`config.mk`:
```
export PLATFORM = sky130hd
export DESIGN_NAME = cook_ctrl_flat
export DESIGN_NICKNAME = d
export VERILOG_FILES = /design/src/rtl/cook_if.sv /design/src/rtl/cook_ctrl.sv /design/src/flat_wrapper.sv
export SDC_FILE = /design/constraint.sdc
export NUM_CORES = 1
export LEC_CHECK = 0
export BUFFER_PORTS_ARGS = -buffer_cell sky130_fd_sc_hd__buf_2
export CAP_MARGIN = 20
export CORE_ASPECT_RATIO = 0.8
export CORE_MARGIN = 2
export CORE_UTILIZATION = 25
export DETAILED_ROUTE_END_ITERATION = 6
export GPL_ROUTABILITY_DRIVEN = 0
export GPL_TIMING_DRIVEN = 0
export MAX_ROUTING_LAYER = met4
export PLACE_DENSITY = 0.51
export SYNTH_ARGS = -nofsm -noshare
export SYNTH_HDL_FRONTEND = slang
export SYNTH_SLANG_ARGS = --single-unit
```
`constraint.sdc`:
```
create_clock -name clk -period 2.29 [get_ports clk]
set_clock_uncertainty 0.15 [all_clocks]
set_input_delay 0.229 -clock clk [delete_from_list [all_inputs] [get_ports clk]]
set_output_delay 0.229 -clock clk [all_outputs]
set_load 0.01 [all_outputs]
```
`src/rtl/cook_if.sv`:
```
// Front-end / timer signal bundle for the microwave cook sequencer.
// slave = sequencer side, master = keypad/door/timer environment side.
interface cook_if;
   logic       key_valid;
   logic [3:0] key_digit;
   logic       start;
   logic       stop;
   logic       clear;
   logic       door_closed;
   logic       timer_zero;
   logic [3:0] timer_data;
   logic       timer_loadn;
   logic       timer_clrn;
   logic       timer_en;
   logic       mag_on;
   logic       buzzer;
   logic [2:0] state;
   logic [1:0] digit_cnt;

   modport slave (
      input  key_valid, key_digit, start, stop, clear, door_closed, timer_zero,
      output timer_data, timer_loadn, timer_clrn, timer_en, mag_on, buzzer, state, digit_cnt
   );

   modport master (
      output key_valid, key_digit, start, stop, clear, door_closed, timer_zero,
      input  timer_data, timer_loadn, timer_clrn, timer_en, mag_on, buzzer, state, digit_cnt
   );
endinterface

```
`src/rtl/cook_ctrl.sv`:
```
// Microwave cook sequencer: keypad digit loading, start/stop/clear/door handling,
// 1 Hz decrement tick generation, magnetron enable and end-of-cook buzzer.
module cook_ctrl #(
   parameter int unsigned TICK_DIV    = 100,
   parameter int unsigned DONE_CYCLES = 300
) (
   input  logic   clk,
   input  logic   clrn,
   cook_if.slave  bus
);

   localparam int unsigned PW = $clog2(TICK_DIV);
   localparam int unsigned DW = (DONE_CYCLES > 1) ? $clog2(DONE_CYCLES) : 1;
   localparam logic [PW-1:0] PRESC_MAX = PW'(TICK_DIV - 1);
   localparam logic [DW-1:0] DONE_MAX  = DW'(DONE_CYCLES - 1);

   typedef enum logic [2:0] {
      S_IDLE  = 3'd0,
      S_SET   = 3'd1,
      S_COOK  = 3'd2,
      S_PAUSE = 3'd3,
      S_DONE  = 3'd4
   } state_t;

   state_t        state_q, state_d;
   logic [PW-1:0] presc_q, presc_d;
   logic [DW-1:0] done_q, done_d;
   logic [3:0]    shadow_q, shadow_d;
   logic [1:0]    dcnt_q, dcnt_d;
   logic [3:0]    data_q, data_d;
   logic          loadn_q, loadn_d;
   logic          clrn_q, clrn_d;
   logic          en_q, en_d;
   logic          mag_q, mag_d;
   logic          buz_q, buz_d;

   logic          in_entry;
   logic          key_ok;
   logic          dig_accept;
   logic          clr_pulse;

   // A digit is taken only if it is BCD, there is room, and shifting keeps sec_tens <= 5.
   assign in_entry   = (state_q == S_IDLE) || (state_q == S_SET);
   assign key_ok     = bus.key_valid && (bus.key_digit <= 4'd9) &&
                       (dcnt_q != 2'd3) && (shadow_q <= 4'd5);
   assign dig_accept = in_entry && key_ok && !bus.clear && !bus.stop && !bus.start;
   assign clr_pulse  = bus.clear ||
                       (bus.stop && ((state_q == S_SET) || (state_q == S_PAUSE)));

   // State register and all registered outputs / datapath.
   always_ff @(posedge clk or negedge clrn) begin
      if (!clrn) begin
         state_q  <= S_IDLE;
         presc_q  <= '0;
         done_q   <= '0;
         shadow_q <= '0;
         dcnt_q   <= '0;
         data_q   <= '0;
         loadn_q  <= 1'b1;
         clrn_q   <= 1'b1;
         en_q     <= 1'b0;
         mag_q    <= 1'b0;
         buz_q    <= 1'b0;
      end else begin
         state_q  <= state_d;
         presc_q  <= presc_d;
         done_q   <= done_d;
         shadow_q <= shadow_d;
         dcnt_q   <= dcnt_d;
         data_q   <= data_d;
         loadn_q  <= loadn_d;
         clrn_q   <= clrn_d;
         en_q     <= en_d;
         mag_q    <= mag_d;
         buz_q    <= buz_d;
      end
   end

   // Next-state logic; clear beats stop beats door beats start beats digits.
   always_comb begin
      state_d = state_q;
      case (state_q)
         S_IDLE: begin
            if (bus.clear)       state_d = S_IDLE;
            else if (dig_accept) state_d = S_SET;
         end
         S_SET: begin
            if (bus.clear || bus.stop) begin
               state_d = S_IDLE;
            end else if (bus.start) begin
               if (bus.door_closed && !bus.timer_zero) state_d = S_COOK;
            end
         end
         S_COOK: begin
            if (bus.clear)                        state_d = S_IDLE;
            else if (bus.stop || !bus.door_closed) state_d = S_PAUSE;
            else if (bus.timer_zero)              state_d = S_DONE;
         end
         S_PAUSE: begin
            if (bus.clear || bus.stop)                state_d = S_IDLE;
            else if (bus.start && bus.door_closed)    state_d = S_COOK;
         end
         S_DONE: begin
            if (bus.clear || bus.stop || !bus.door_closed) state_d = S_IDLE;
            else if (done_q == DONE_MAX)                   state_d = S_IDLE;
         end
         default: state_d = S_IDLE;
      endcase
   end

   // Next values of the registered outputs and counters.
   always_comb begin
      presc_d  = presc_q;
      done_d   = '0;
      shadow_d = shadow_q;
      dcnt_d   = dcnt_q;
      data_d   = data_q;
      loadn_d  = 1'b1;
      clrn_d   = 1'b1;
      en_d     = 1'b0;
      mag_d    = (state_d == S_COOK);
      buz_d    = (state_d == S_DONE);

      if (clr_pulse) clrn_d = 1'b0;

      if (dig_accept) begin
         loadn_d  = 1'b0;
         data_d   = bus.key_digit;
         shadow_d = bus.key_digit;
         dcnt_d   = dcnt_q + 2'd1;
      end else if ((state_d == S_IDLE) && ((state_q != S_IDLE) || bus.clear)) begin
         shadow_d = '0;
         dcnt_d   = '0;
      end

      // Fresh start zeroes the prescaler; resume from PAUSE keeps the held count.
      if ((state_q == S_SET) && (state_d == S_COOK)) begin
         presc_d = '0;
      end else if ((state_q == S_COOK) && (state_d == S_COOK)) begin
         if (presc_q == PRESC_MAX) begin
            presc_d = '0;
            en_d    = 1'b1;
         end else begin
            presc_d = presc_q + PW'(1);
         end
      end

      if ((state_q == S_DONE) && (state_d == S_DONE)) done_d = done_q + DW'(1);
   end

   assign bus.state       = state_q;
   assign bus.digit_cnt   = dcnt_q;
   assign bus.timer_data  = data_q;
   assign bus.timer_loadn = loadn_q;
   assign bus.timer_clrn  = clrn_q;
   assign bus.timer_en    = en_q;
   assign bus.mag_on      = mag_q;
   assign bus.buzzer      = buz_q;

endmodule
```
`src/flat_wrapper.sv`:
```
// flat-port wrapper written by rule: the top's interface ports become plain ports
module cook_ctrl_flat 
#(
   parameter int unsigned TICK_DIV    = 100,
   parameter int unsigned DONE_CYCLES = 300
)
  (clk, clrn, bus_key_valid, bus_key_digit, bus_start, bus_stop, bus_clear, bus_door_closed, bus_timer_zero, bus_timer_data, bus_timer_loadn, bus_timer_clrn, bus_timer_en, bus_mag_on, bus_buzzer, bus_state, bus_digit_cnt);
  cook_if bus_i ();
  input  logic clk;
  input  logic clrn;
  input wire logic [$bits(bus_i.key_valid)-1:0] bus_key_valid;
  input wire logic [$bits(bus_i.key_digit)-1:0] bus_key_digit;
  input wire logic [$bits(bus_i.start)-1:0] bus_start;
  input wire logic [$bits(bus_i.stop)-1:0] bus_stop;
  input wire logic [$bits(bus_i.clear)-1:0] bus_clear;
  input wire logic [$bits(bus_i.door_closed)-1:0] bus_door_closed;
  input wire logic [$bits(bus_i.timer_zero)-1:0] bus_timer_zero;
  output wire logic [$bits(bus_i.timer_data)-1:0] bus_timer_data;
  output wire logic [$bits(bus_i.timer_loadn)-1:0] bus_timer_loadn;
  output wire logic [$bits(bus_i.timer_clrn)-1:0] bus_timer_clrn;
  output wire logic [$bits(bus_i.timer_en)-1:0] bus_timer_en;
  output wire logic [$bits(bus_i.mag_on)-1:0] bus_mag_on;
  output wire logic [$bits(bus_i.buzzer)-1:0] bus_buzzer;
  output wire logic [$bits(bus_i.state)-1:0] bus_state;
  output wire logic [$bits(bus_i.digit_cnt)-1:0] bus_digit_cnt;
  assign bus_i.key_valid = bus_key_valid;
  assign bus_i.key_digit = bus_key_digit;
  assign bus_i.start = bus_start;
  assign bus_i.stop = bus_stop;
  assign bus_i.clear = bus_clear;
  assign bus_i.door_closed = bus_door_closed;
  assign bus_i.timer_zero = bus_timer_zero;
  assign bus_timer_data = bus_i.timer_data;
  assign bus_timer_loadn = bus_i.timer_loadn;
  assign bus_timer_clrn = bus_i.timer_clrn;
  assign bus_timer_en = bus_i.timer_en;
  assign bus_mag_on = bus_i.mag_on;
  assign bus_buzzer = bus_i.buzzer;
  assign bus_state = bus_i.state;
  assign bus_digit_cnt = bus_i.digit_cnt;
  cook_ctrl #(.TICK_DIV(TICK_DIV), .DONE_CYCLES(DONE_CYCLES)) u_core (.clk(clk), .clrn(clrn), .bus(bus_i));
endmodule
```
==> results of run 1 <==
kinds of logic (layout without fill, tap and decap cells):
group,after synthesis,count (layout),synth area share
AO/OA/AOI/OAI,36,36,0.160
XOR/XNOR,6,6,0.0315
multiplexers,1,1,0.00599
flip-flops,33,33,0.496
AND/OR/NAND/NOR,78,78,0.258
buffers and inverters,10,44,0.0262
adder cells (fa/ha/maj),3,3,0.0225
worst min-delay path by stage:
stage | from | end | slack, ns | cells past startpoint
after CTS | bus_key_digit[3] | u_core.bus.timer_data[3] | 0.01 | 3
after detailed placement | clrn | u_core.presc_q[5] | 0.20 | 1
final | bus_key_digit[3] | u_core.bus.timer_data[3] | 0.03 | 3
after floorplan | clrn | u_core.bus.buzzer | -0.22 | 0
after global placement | clrn | u_core.bus.timer_en | 0.20 | 1
after global routing | bus_key_digit[3] | u_core.bus.timer_data[3] | 0.02 | 3
per-stage QoR:
stage	instance area (um2)	hold slack [ns]	cells	worst slack (ns)	util
3_3_place_gp	1900	0.201	276	0.214	0.295
6_report	2060	0.0261	285	0.209	0.319
3_5_place_dp	1900	0.197	276	0.218	0.295
4_1_cts	2060	0.0145	286	0.0369	0.320
5_1_grt	2060	0.0200	285	0.0810	0.319
2_1_floorplan	1670	-0.217	167	0.402	-
registers in the layout (all words and copies together) (netlist names):
| signal | count |
|---|---|
| u_core.presc_q | 7 |
| u_core.bus.digit_cnt | 2 |
| u_core.bus.timer_loadn | 1 |
| u_core.bus.timer_data | 4 |
| u_core.bus.buzzer | 1 |
| u_core.bus.timer_en | 1 |
| u_core.bus.mag_on | 1 |
| u_core.bus.timer_clrn | 1 |
| u_core.shadow_q | 3 |
| u_core.done_q | 9 |
| u_core.bus.state | 3 |
timing repair:
| action | 4_1_cts | 5_1_grt |
|---|---|---|
| hold buffers | 2 | 0 |
| hold endpoints to repair | 32 | 0 |
| setup endpoints to repair | 0 | 5 |
| resized for setup | 0 | 1 |
power groups by stage:
| stage | Sequential, W | Clock, W | Combinational [W] |
|---|---|---|---|
| 3_3_place_gp | 0.000639 | 0 | 0.000116 |
| 5_1_grt | 0.000634 | 0.000732 | 0.000130 |
| 6_report | 0.000629 | 0.000677 | 0.000115 |
| 2_1_floorplan | 0.000647 | 0 | 0.0000470 |
| 4_1_cts | 0.000629 | 0.000696 | 0.000119 |
| 3_5_place_dp | 0.000640 | 0 | 0.000115 |
layer usage:
| metal | track usage | up-vias | wire, um |
|---|---|---|---|
| met5 | - | - | 0 |
| met4 | 0.0343 | 0 | 37 |
| met1 | 0.168 | 641 | 2000 |
| met2 | 0.153 | 37 | 1480 |
| met3 | 0.0295 | 4 | 197 |
| li1 | - | 673 | - |
worst max-delay path: cells and delay by family, from the launching register on:
family	cells	cell delay (ns)
compound gates	2	0.44
flops	1	0.41
simple gates	3	0.97
Yosys cell counts, drive strengths merged (2+ instances only):
| cell | count |
|---|---|
| nand2 | 13 |
| a22o | 2 |
| a32oi | 2 |
| xor2 | 4 |
| xnor2 | 2 |
| dfrtp | 31 |
| inv | 4 |
| nor2b | 3 |
| a21o | 4 |
| o41ai | 3 |
| or2 | 3 |
| o31ai | 3 |
| ha | 3 |
| nor4b | 3 |
| dfstp | 2 |
| and2 | 6 |
| a31o | 2 |
| o21ai | 4 |
| nand2b | 5 |
| a21oi | 3 |
| nand3b | 2 |
| nand4 | 2 |
| nand3 | 9 |
| nor3 | 3 |
| buf | 5 |
| o211ai | 7 |
| nor2 | 21 |
layout make-up:
cell class	instances	area [um2]
Buffer	5	25.0
Clock buffer	5	68.8
Clock inverter	3	68.8
Fill cell	658	4380
Inverter	4	15.0
Multi-Input combinational cell	124	801
Sequential cell	33	828
Tap cell	84	105
Timing Repair Buffer	27	145
==> results.md, run 1 <==
* Outcome: finished, final reports clean
* Max-Cap Viols at 0
* Drt total wl at 3710 um
* Max Fclk at just under 500 MHz
* Commonest non-fill, non-tap cell in the layout: dfrtp_1
* RSZ-0062 raised after global routing: false
* Inserted Diodes at 0
* I/O Buffers at 25
* Main flop type after synthesis: dfrtp_1
* Arr. time, crit path at between 2 and 2.5 ns
* Net count, final at 215
* Global-route wire length before repair at around 6500 um
* Crit. End Element: flip-flop
* Share of the synthesized area in the top cell type at 0.464
* CP max FO at 5
* Synthesis-to-finish area growth at 23.1%
* Detailed Routing Iterations Pass 1 at 5
* Synth Register Bits at 33
* Post-CTS Setup Inserts at 0
* Sw frac at 0.227
* DP HPWL at 2670 um
* H-tree Lvls at 2
* Layout cells sized above 1 at 0.239
* Reg-to-reg endpoint: u_core.shadow_q[2]
* P_sw at 0.000323 W
* Vias per cell at around 4.8
* Design Power at 0.00142 W
* Mean Syn Cell Area at roughly 10 um2
* Critical path, cell by cell: or4b_1 > nor3_2 > o211ai_1 > nand3b_4 > a31o_2
* Startpoint Class: flip-flop
* Comb power frac at 0.081
* TritonCTS buffer count at 5
* Core Area at 6440 um2
* FP Rows at 26
* Slew Viols, Final at 0
* Post-Synthesis Cells at 167
* Peak supply drop at 0.332 mV
* Gr usage total at 0.114
* Routed vias at 1355
* Period utilization at 0.909
* Clock Path Buffers at 2
* Vias in the first global route at 1317
* Pin count of the biggest net entering global routing at 34
* Post-route ant nets at 0
* Initial antenna violation count at 0
* Seq/Total Area, Yosys at 0.496
* Post-synth EDFFs at 0
* Slew @ Worst Pin at 0.738 ns
* Final Hold Fails at 0
* Synthesized Nets at 182
* DIE WIDTH at 95.4 um
* CTS tree: yes
* Fin Setup TNS at 0 ns
* Clock power frac at 0.477
* Post-synth top area cell: dfrtp_1
* Leakage power at 0.936 nW
* Synth warnings at 0
* CP endpoint: u_core.shadow_q[2]
* Root Driver: clkbuf_8
* Chip Height at 77.1 um
* Area contributors post-synth: dfrtp_1 46%, nor2_1 4.7%, dfstp_2 3.1%
* Post-Syn Area at 1670 um2
* WL per Instance at 13.0 um
* Most frequent cells in the layout: 31 x dfrtp_1, 30 x buf_2, 20 x nor2_1
* Clock sinks at 33
* Max-slew headroom at 0.508
* Worst R2R Start: u_core.done_q[4]
* Min-Delay Path Class: in -> reg
* Fraction of synthesis flops using an asynchronous set or reset pin at 1.00
* DRC violations left at 0
* Final setup fails at 0
* Slowest stage delay, CP at 0.55 ns
* IO Pins at 26
* Slowest stage cell, crit path: or4b_1
* Worst-path clk slew at 0.08 ns
* Reg power frac at 0.442
* Worst setup path startpoint: u_core.done_q[4]
* R2R setup slack at approximately 0.21 ns
* Clock period minus worst slack at 2.08 ns
* Iteration-0 DRC Markers at 79
* Data required, critical path at 2.32 ns
* Reg2Reg Depth at 5
* Int Power at about 0.0011 W
* Power Density at 691 nW/um2
* Total gr overflow at 0
* Critical path class: reg -> reg
* Clk_lat worst skew at 0.29 ns
* Yosys cell types at 45
* Starting Density at 0.259
* Die footprint at 7360 um2
(Power assumes the default switching activity.)
==> run 2: changes to the inputs <==
--- a/config.mk
+++ b/config.mk
@@ -9,12 +9,13 @@
 export CAP_MARGIN = 20
 export CORE_ASPECT_RATIO = 0.8
 export CORE_MARGIN = 2
-export CORE_UTILIZATION = 25
+export CORE_UTILIZATION = 55
 export DETAILED_ROUTE_END_ITERATION = 6
 export GPL_ROUTABILITY_DRIVEN = 0
 export GPL_TIMING_DRIVEN = 0
 export MAX_ROUTING_LAYER = met4
-export PLACE_DENSITY = 0.51
+export PLACE_DENSITY = 0.87
+export SKIP_CTS_REPAIR_TIMING = 1
 export SYNTH_ARGS = -nofsm -noshare
 export SYNTH_HDL_FRONTEND = slang
 export SYNTH_SLANG_ARGS = --single-unit
==> run 2 against run 1 <==
Against the previous run:
- clock power is 40% lower
- clock-buffer cell count is 3 higher
- setup slack worse by 0.020 ns
- wire length is 4.9% lower
- sequential cell count stayed put
- critical path depth stayed put
==> results.md, run 2 (same netlist as run 1, synthesis figures left out) <==
* Net count, final at 216 (+0.47%)
* PnR worst setup slack at 0.189 ns (-0.0200 ns)
* Top reg by flops: u_core.done_q
* Iteration-0 DRC Markers at 152 (+92%)
* Commonest non-fill, non-tap cell in the layout: dfrtp_1
* Most frequent cells in the layout: 31 x dfrtp_1, 30 x buf_2, 21 x nor2_1
* Core Area at 2830 um2 (-56%)
* Max FFs per register at 9 (unchanged)
* DP HPWL at 2490 um (-6.9%)
* Max Fclk at 476 MHz (-0.95%)
* Post-route cell area at 1940 um2 (-5.5%)
* Power Density at 595 nW/um2 (-14%)
* Slew Viols, Final at 0 (unchanged)
* Max-slew headroom at 0.511 (+0.00260)
* Placed instance area at 1840 um2 (-3.0%)
* Clock Path Buffers at 2 (unchanged)
* Peak supply drop at 0.497 mV (+50%)
* Vias in the first global route at 1331 (+1.1%)
* Post-place setup slack at 0.217 ns (-0.000998 ns)
* Gr usage total at 0.237 (+0.123)
* Root Driver: clkbuf_8
* Starting Density at 0.590 (+0.331)
* Clock sinks at 33 (unchanged)
* I/O Buffers at 25 (unchanged)
* Period utilization at 0.918 (+0.00873)
* Final Hold Fails at 0 (unchanged)
* RSZ-0062 raised after global routing: false
* Routed vias at 1376 (+1.5%)
* WL per Instance at 14.7 um (+13%)
* Vias per cell at 5.73 (+21%)
* Arr. time, crit path at 2.12 ns (about the same)
* Final setup fails at 0 (unchanged)
* Pin count of the biggest net entering global routing at 34 (unchanged)
* Data required, critical path at 2.31 ns (about the same)
* Hold path depth at 3 (unchanged)
* Drt total wl at 3530 um (-4.9%)
* Post-route ant nets at 0 (unchanged)
* Layout cells sized above 1 at 0.218 (-0.0210)
* Outcome: finished, final reports clean
* Global-route wire length before repair at 5950 um (-7.8%)
* Worst-path clk slew at 0.06 ns (-0.02 ns)
* CTS tree: yes
* Synthesis-to-finish area growth at 16.3%
* Leakage power at 0.908 nW (-3.0%)
* Total gr overflow at 0 (unchanged)
* FP Rows at 17 (-35%)
* Detailed Routing Iterations Pass 1 at 4 (-1)
* Max-Cap Viols at 0 (unchanged)
* Slew @ Worst Pin at 0.734 ns (-0.00389 ns)
* Initial antenna violation count at 0 (unchanged)
* DRC violations left at 0 (unchanged)
* Startpoint Class: flip-flop
* Reg2Reg Depth at 5 (unchanged)
* R2R setup slack at 0.19 ns (-0.02 ns)
* DIE WIDTH at 65.6 um (-31%)
* H-tree Lvls at 2 (unchanged)
* Clk_lat worst skew at 0.29 ns (about the same)
* Clock period minus worst slack at 2.10 ns (+0.0200 ns)
* Inserted Diodes at 0 (unchanged)
* Die footprint at 3500 um2 (-52%)
* Fin Setup TNS at 0 ns (unchanged)
* Crit. End Element: flip-flop
* Chip Height at 53.3 um (-31%)
* IO Pins at 26 (unchanged)
* Critical path class: reg -> reg
* Min-Delay Path Class: in -> reg
* TritonCTS buffer count at 5 (unchanged)
* CP max FO at 5 (unchanged)
[run 2: cell type report]
| type | count | area [um2] |
|---|---|---|
| inverters | 4 | 15.0 |
| repair buffers | 27 | 145 |
| fillers | 224 | 886 |
| flip-flops and latches | 33 | 828 |
| multi-input cells | 124 | 798 |
| clock buffers | 8 | 80.1 |
| well taps | 38 | 47.5 |
| plain buffers | 6 | 28.8 |
[run 2: worst max-delay path: stages (launching register included)]
cell and delay (ns):
dfrtp_1 0.41, or4b_1 0.55, nor3_2 0.19, o211ai_1 0.19, nand3b_4 0.24, a31o_2 0.27
[run 2: per-layer routing]
metal / global-route usage / vias to the layer above / share of wire
met5: - / - / 0
met4: 0.0799 / 0 / 0.0085
met3: 0.0830 / 4 / 0.044
met2: 0.352 / 30 / 0.48
met1: 0.306 / 671 / 0.47
li1: - / 671 / -
[run 2: through the flow]
step | hold slack (ns) | cells | total power (W) | util
final | 0.0121 | 240 | 0.00116 | 0.687
after global placement | 0.165 | 230 | 0.000748 | 0.651
after global routing | 0.00716 | 240 | 0.00121 | 0.687
after floorplan | -0.217 | 167 | 0.000694 | -
after CTS | -0.131 | 238 | 0.00117 | 0.680
after detailed placement | 0.169 | 230 | 0.000754 | 0.651
[run 2: report_power, final]
group | switching, W | total [W] | internal [W]
registers | 0.0000168 | 0.000629 | 0.000612
logic | 0.0000674 | 0.000117 | 0.0000496
clock network | 0.000194 | 0.000409 | 0.000215
total | 0.000278 | 0.00116 | 0.000877
[run 2: final timing paths]
kind,from,end
worst max-delay path,u_core.done_q[4],u_core.shadow_q[2]
worst min-delay path,bus_key_digit[3],u_core.bus.timer_data[3]
worst max register to register,u_core.done_q[4],u_core.shadow_q[2]
worst min register to register,u_core.bus.timer_data[3],u_core.bus.timer_data[3]
max in group asynchronous,clrn,u_core.presc_q[6]
min in group asynchronous,clrn,u_core.shadow_q[3]
